**config.mk**
```make
export PLATFORM = sky130hd
export DESIGN_NAME = sram_rw_port_ctrl
export DESIGN_NICKNAME = d
export VERILOG_FILES = /design/src/rtl/sram_port_pkg.sv /design/src/rtl/sram_resp_fifo.sv /design/src/rtl/sram_rw_port_ctrl.sv
export SDC_FILE = /design/constraint.sdc
export NUM_CORES = 1
export LEC_CHECK = 0
export CAP_MARGIN = 20
export CORE_AREA = 2 2 215 217
export DETAILED_ROUTE_END_ITERATION = 10
export DIE_AREA = 0 0 217 219
export GPL_TIMING_DRIVEN = 0
export SYNTH_ARGS = -nofsm -noshare
export SYNTH_HDL_FRONTEND = slang
export SYNTH_SLANG_ARGS = --single-unit
```
**constraint.sdc**
```tcl
create_clock -name clock -period 8.65 [get_ports clock]
set_input_delay 1.73 -clock clock [delete_from_list [all_inputs] [get_ports clock]]
set_output_delay 1.73 -clock clock [all_outputs]
set_load 0.01 [all_outputs]
```
**src/rtl/sram_port_pkg.sv**
```systemverilog
`default_nettype none
// ============================================================================
// Module      : sram_port_pkg
// Description : Shared types and constants for the SRAM RW0 port controller.
// Revision    : 1.0 - initial release
// ============================================================================
package sram_port_pkg;

    typedef enum logic [0:0] {
        INIT = 1'b0,
        RUN  = 1'b1
    } state_e;

    localparam int c_DEFAULT_DEPTH  = 512;
    localparam int c_DEFAULT_DATA_W = 128;
    localparam int c_DEFAULT_MASK_W = 4;

    localparam int c_RESP_DEPTH = 2;
    localparam int c_PTR_W      = (c_RESP_DEPTH > 1) ? $clog2(c_RESP_DEPTH) : 1;
    localparam int c_OCC_W      = $clog2(c_RESP_DEPTH + 1);

endpackage
`default_nettype wire

```
**src/rtl/sram_resp_fifo.sv**
```systemverilog
`default_nettype none
// ============================================================================
// Module      : sram_resp_fifo
// Description : Small synchronous response FIFO; owns resp_valid/resp_rdata.
// Revision    : 1.0 - initial release
// ============================================================================
module sram_resp_fifo
    import sram_port_pkg::*;
#(
    parameter int DATA_W = c_DEFAULT_DATA_W
) (
    input  logic               clock,
    input  logic               reset,
    input  logic               push,
    input  logic [DATA_W-1:0]  push_data,
    input  logic               pop,
    output logic [c_OCC_W-1:0] occ,
    output logic               resp_valid,
    output logic [DATA_W-1:0]  resp_rdata
);

    localparam logic [c_PTR_W-1:0] c_LAST_PTR = c_PTR_W'(c_RESP_DEPTH - 1);

    logic [DATA_W-1:0]  r_mem [c_RESP_DEPTH];
    logic [c_PTR_W-1:0] r_wr_ptr;
    logic [c_PTR_W-1:0] r_rd_ptr;
    logic [c_OCC_W-1:0] r_occ;
    logic               w_pop;

    assign w_pop      = pop && (r_occ != '0);
    assign occ        = r_occ;
    assign resp_valid = (r_occ != '0);
    assign resp_rdata = resp_valid ? r_mem[r_rd_ptr] : '0;

    // Storage needs no reset: an entry is only visible once counted in r_occ.
    always_ff @(posedge clock) begin
        if (push) begin
            r_mem[r_wr_ptr] <= push_data;
        end
    end

    always_ff @(posedge clock) begin
        if (!reset) begin
            r_wr_ptr <= '0;
            r_rd_ptr <= '0;
            r_occ    <= '0;
        end else begin
            if (push) begin
                r_wr_ptr <= (r_wr_ptr == c_LAST_PTR) ? '0 : r_wr_ptr + c_PTR_W'(1);
            end
            if (w_pop) begin
                r_rd_ptr <= (r_rd_ptr == c_LAST_PTR) ? '0 : r_rd_ptr + c_PTR_W'(1);
            end
            if (push && !w_pop) begin
                r_occ <= r_occ + c_OCC_W'(1);
            end else if (w_pop && !push) begin
                r_occ <= r_occ - c_OCC_W'(1);
            end
        end
    end

endmodule
`default_nettype wire

```
**src/rtl/sram_rw_port_ctrl.sv**
```systemverilog
`default_nettype none
// ============================================================================
// Module      : sram_rw_port_ctrl
// Description : Owns the RW0 port of a single-port SRAM: zero-fill after
//               reset, then valid/ready reads and masked writes.
// Revision    : 1.0 - initial release
// ============================================================================
module sram_rw_port_ctrl
    import sram_port_pkg::*;
#(
    parameter int               DEPTH         = c_DEFAULT_DEPTH,
    parameter int               ADDR_W        = $clog2(DEPTH),
    parameter int               DATA_W        = c_DEFAULT_DATA_W,
    parameter int               MASK_W        = c_DEFAULT_MASK_W,
    parameter bit               INIT_ON_RESET = 1'b1,
    parameter logic [DATA_W-1:0] INIT_VALUE   = '0
) (
    input  logic              clock,
    input  logic              reset,
    input  logic              req_valid,
    output logic              req_ready,
    input  logic              req_write,
    input  logic [ADDR_W-1:0] req_addr,
    input  logic [DATA_W-1:0] req_wdata,
    input  logic [MASK_W-1:0] req_wmask,
    output logic              resp_valid,
    input  logic              resp_ready,
    output logic [DATA_W-1:0] resp_rdata,
    output logic              init_done,
    output logic [ADDR_W-1:0] RW0_addr,
    output logic              RW0_en,
    output logic              RW0_wmode,
    output logic [MASK_W-1:0] RW0_wmask,
    output logic [DATA_W-1:0] RW0_wdata,
    input  logic [DATA_W-1:0] RW0_rdata
);

    localparam state_e            c_RST_STATE = INIT_ON_RESET ? INIT : RUN;
    localparam logic [ADDR_W-1:0] c_LAST_ADDR = ADDR_W'(DEPTH - 1);

    state_e             r_state;
    state_e             w_state_nxt;
    logic [ADDR_W-1:0]  r_fill_cnt;
    logic [ADDR_W-1:0]  w_fill_cnt_nxt;
    logic               r_inflight;
    logic               w_accept;
    logic               w_pop;
    logic [c_OCC_W-1:0] w_occ;
    logic [2:0]         w_credit;

    assign init_done = (r_state == RUN);
    assign w_pop     = resp_valid && resp_ready;

    // Entries the buffer will hold after this edge if nothing new is issued.
    assign w_credit  = 3'(w_occ) + 3'(r_inflight) - 3'(w_pop);
    assign req_ready = reset && (r_state == RUN) && (w_credit < 3'(c_RESP_DEPTH));
    assign w_accept  = req_valid && req_ready;

    always_ff @(posedge clock) begin
        if (!reset) begin
            r_state    <= c_RST_STATE;
            r_fill_cnt <= '0;
            r_inflight <= 1'b0;
        end else begin
            r_state    <= w_state_nxt;
            r_fill_cnt <= w_fill_cnt_nxt;
            r_inflight <= w_accept && !req_write;
        end
    end

    always_comb begin
        w_state_nxt    = r_state;
        w_fill_cnt_nxt = r_fill_cnt;
        RW0_en         = 1'b0;
        RW0_wmode      = 1'b0;
        RW0_wmask      = '0;
        RW0_addr       = '0;
        RW0_wdata      = '0;
        if (reset) begin
            case (r_state)
                INIT: begin
                    RW0_en    = 1'b1;
                    RW0_wmode = 1'b1;
                    RW0_wmask = '1;
                    RW0_addr  = r_fill_cnt;
                    RW0_wdata = INIT_VALUE;
                    // Counter parks on the last address so it never wraps in INIT.
                    if (r_fill_cnt == c_LAST_ADDR) begin
                        w_state_nxt = RUN;
                    end else begin
                        w_fill_cnt_nxt = r_fill_cnt + ADDR_W'(1);
                    end
                end
                RUN: begin
                    if (w_accept) begin
                        RW0_en    = 1'b1;
                        RW0_wmode = req_write;
                        RW0_wmask = req_write ? req_wmask : '0;
                        RW0_addr  = req_addr;
                        RW0_wdata = req_wdata;
                    end
                end
                default: w_state_nxt = c_RST_STATE;
            endcase
        end
    end

    sram_resp_fifo #(
        .DATA_W (DATA_W)
    ) u_resp_fifo (
        .clock      (clock),
        .reset      (reset),
        .push       (r_inflight),
        .push_data  (RW0_rdata),
        .pop        (resp_ready),
        .occ        (w_occ),
        .resp_valid (resp_valid),
        .resp_rdata (resp_rdata)
    );

endmodule
`default_nettype wire

```
==> flow_metrics.tcl <==
set metrics [dict create \
    grt_pass1_wl_mm 60.54 \
    gp_congestion 0.9293 \
    post_drt_wl_per_cell_um 21.82 \
    clock-sinks 272 \
    grt_overflow 0 \
    async_flop_share 0 \
    cts_tree "yes" \
    drc 0 \
    peakVddDrop_v 0.0001508 \
    synth-main-ff-cell "edfxtp_1" \
    avgSynthCellArea_um2 14.35 \
    post_cts_resized 0 \
    p_leak_nw 6.176 \
    preCtsSetupSlack_ns 1.873 \
    io_buffers 547 \
    worst_pin_slew_ns 0.9124 \
    synth_commonest_cells "256 x edfxtp_1, 139 x nor2_1, 130 x and2_1" \
    cp_max_fo 10 \
    layout.nets 1659 \
    layout_setup_ws_ns 1.935 \
    synth.cell_area_mm2 0.01140 \
    final_cell_area_mm2 0.01880 \
    cp-end-kind "primary output" \
    drive_above_1_share 0.05912 \
    synthCells 794 \
    status "finished clean" \
    synth_nets 1073 \
    start_util 0.2527 \
    die_w_um 217 \
    arrival_ns 4.99 \
    startpoint_type "primary input" \
    yosys_warnings 0 \
    p_switching_mw 0.7386 \
    first_pass_iters 4 \
    powerDensity_mw_per_mm2 170.8 \
    fmax_mhz 148.9 \
    seqPwrFrac 0.450 \
    synth_area_leaders "edfxtp_1 67%, mux2i_1 11%, and2_1 7.1%, nor2_1 4.6%, dfxtp_1 2.8%" \
    rows 78 \
    routed_wl_mm 43.80 \
    viasPerCell 4.301 \
    final.setup.tns_ns 0 \
    switching_share 0.2299 \
    worstSetupPathType "primary input to primary output" \
    slew_violations 0 \
    drtAntennaViolNets 0 \
    die_y_um 219 \
    fin_skew_ns 0.01103 \
    post_cts_buffers 0 \
    period_needed_ns 6.715 \
    dpl-instance-area_mm2 0.01779 \
    num_vias 8632 \
    finalSetupViolCount 0 \
    required_ns 6.92 \
    clock_latency_ns 0.57 \
    synth_top_area_frac 0.6746 \
    pwr-share-clk 0.401 \
    seq_area_frac_synth 0.7027 \
    hold_ws_ns 0.5106 \
    clk_pin_slew_ns 0.06 \
    ctsLongestPathBuffers 3 \
    synth_seq_cells 272 \
    htreeDepth 1 \
    hp-class "register to register" \
    slew_headroom 0.3918 \
    core_mm2 0.04509 \
    grt_antenna_before_repair 6 \
    hold_violations 0 \
    rsz0062_at_grt "no" \
    yosysUniqueCellTypes 30 \
    period_share 0.7763 \
    hpwl_mm 34.84 \
    grt_pass1_vias 9024 \
    grt_max_degree 62 \
    grt_use_total 0.1744 \
    maxCapViolations 0 \
    internal_power_mw 2.473 \
    cts_hold_buf 0 \
    power_frac_comb 0.149 \
    synth_edf_count 256 \
    first_iter_violations 338 \
    die-area_mm2 0.04752 \
    cts_buffers 30 \
    syn_to_final_growth_pct 64.99 \
    synth_largest_area_cell "edfxtp_1" \
    cts_root_buf "clkbuf_16" \
    ios 548 \
    synth_most_common_cell "edfxtp_1" \
]
## routing by layer
layer	vias to the layer above	wire length (um)	share of wire	GRT usage
met5	-	33	0.00075	0
met4	6	1145	0.026	0.05434
met3	52	3741	0.085	0.05336
met2	383	23440	0.54	0.3332
met1	4179	15440	0.35	0.1810
li1	4012	-	-	-
## worst max-delay path, stage by stage
cell             delay (ns)
clkdlybuf4s50_1        0.40
o21ai_0                0.17
inv_1                  0.09
ha_1                   0.29
nand2b_1               0.16
fa_1                   0.41
xnor2_1                0.26
and4_1                 0.25
buf_6                  0.16
clkbuf_2               0.20
and2_1                 0.26
clkdlybuf4s50_1        0.58
## stage by stage
step	instances	power, mW	util
after floorplan	794	1.640	-
after CTS	2004	3.266	0.4168
after global placement	1941	1.958	0.3908
after global routing	2006	3.337	0.4169
after detailed placement	1948	1.961	0.3945
final	2007	3.212	0.4170
## area by class of cell
class | instances | area (um^2)
Timing Repair Buffer | 554 | 5630
Clock inverter | 15 | 176.4
Antenna cell | 3 | 7.507
Multi-Input combinational cell | 469 | 3119
Clock buffer | 41 | 830.8
Tap cell | 600 | 750.7
Sequential cell | 272 | 8008
Inverter | 7 | 26.28
Fill cell | 4268 | 26290
Buffer | 46 | 252.7
## flip-flops by register name (all words and copies together), names as in the netlist, named ones only
name,count
init_done,1
r_fill_cnt,9
r_inflight,1
u_resp_fifo.occ,2
u_resp_fifo.r_mem,256
u_resp_fifo.r_rd_ptr,1
u_resp_fifo.r_wr_ptr,1
## layout by cell type (no fill, tap or decap), types with 2 or more instances in the layout
cell type and n:
a32o_1 8, dfxtp_1 16, nand2_1 12, ha_1 4
nor2_1 139, and2_1 129, clkbuf_16 31, xor2_1 3
clkbuf_1 24, o21ai_0 9, or3_1 2, bufinv_16 3
nand4_1 2, clkbuf_2 8, or4_1 4, xnor2_1 4
buf_6 7, o31ai_1 4, a21oi_1 9, clkinv_2 5
nand3_1 4, diode_2 3, clkbuf_4 2, buf_16 2
inv_1 6, buf_12 5, clkdlybuf4s50_1 547, clkinv_1 5
buf_2 14, mux2i_1 128, edfxtp_1 256
## final timing paths
kind / from / endpoint / slack (ns) / cells after the start
min: u_resp_fifo.r_rd_ptr / register / 0.51 / 2
min reg2reg: u_resp_fifo.r_rd_ptr / register / 0.51 / 2
max: resp_ready / RW0_wdata[35] / 1.93 / 12
max reg2reg: u_resp_fifo.occ[1] / r_inflight / 6.13 / 8
## cell families after synthesis
logic type               after synthesis  share of synthesized area
multiplexers                         128                     0.1124
AND/OR/NAND/NOR                      299                     0.1313
buffers and inverters                 53                    0.02448
adder cells (fa/ha/maj)                5                   0.006149
flip-flops                           272                     0.7027
XOR/XNOR                               7                   0.005380
AO/OA/AOI/OAI                         30                    0.01757
## power by group through the flow
stage               Clock, mW  Sequential (mW)  Combinational [mW]
floorplan                   0             1.47               0.168
global placement            0             1.47               0.486
detailed placement          0             1.47               0.488
CTS                      1.33             1.44               0.492
global route             1.38             1.44               0.515
finish                   1.29             1.44               0.480
Power figures use the tool's default switching activity.
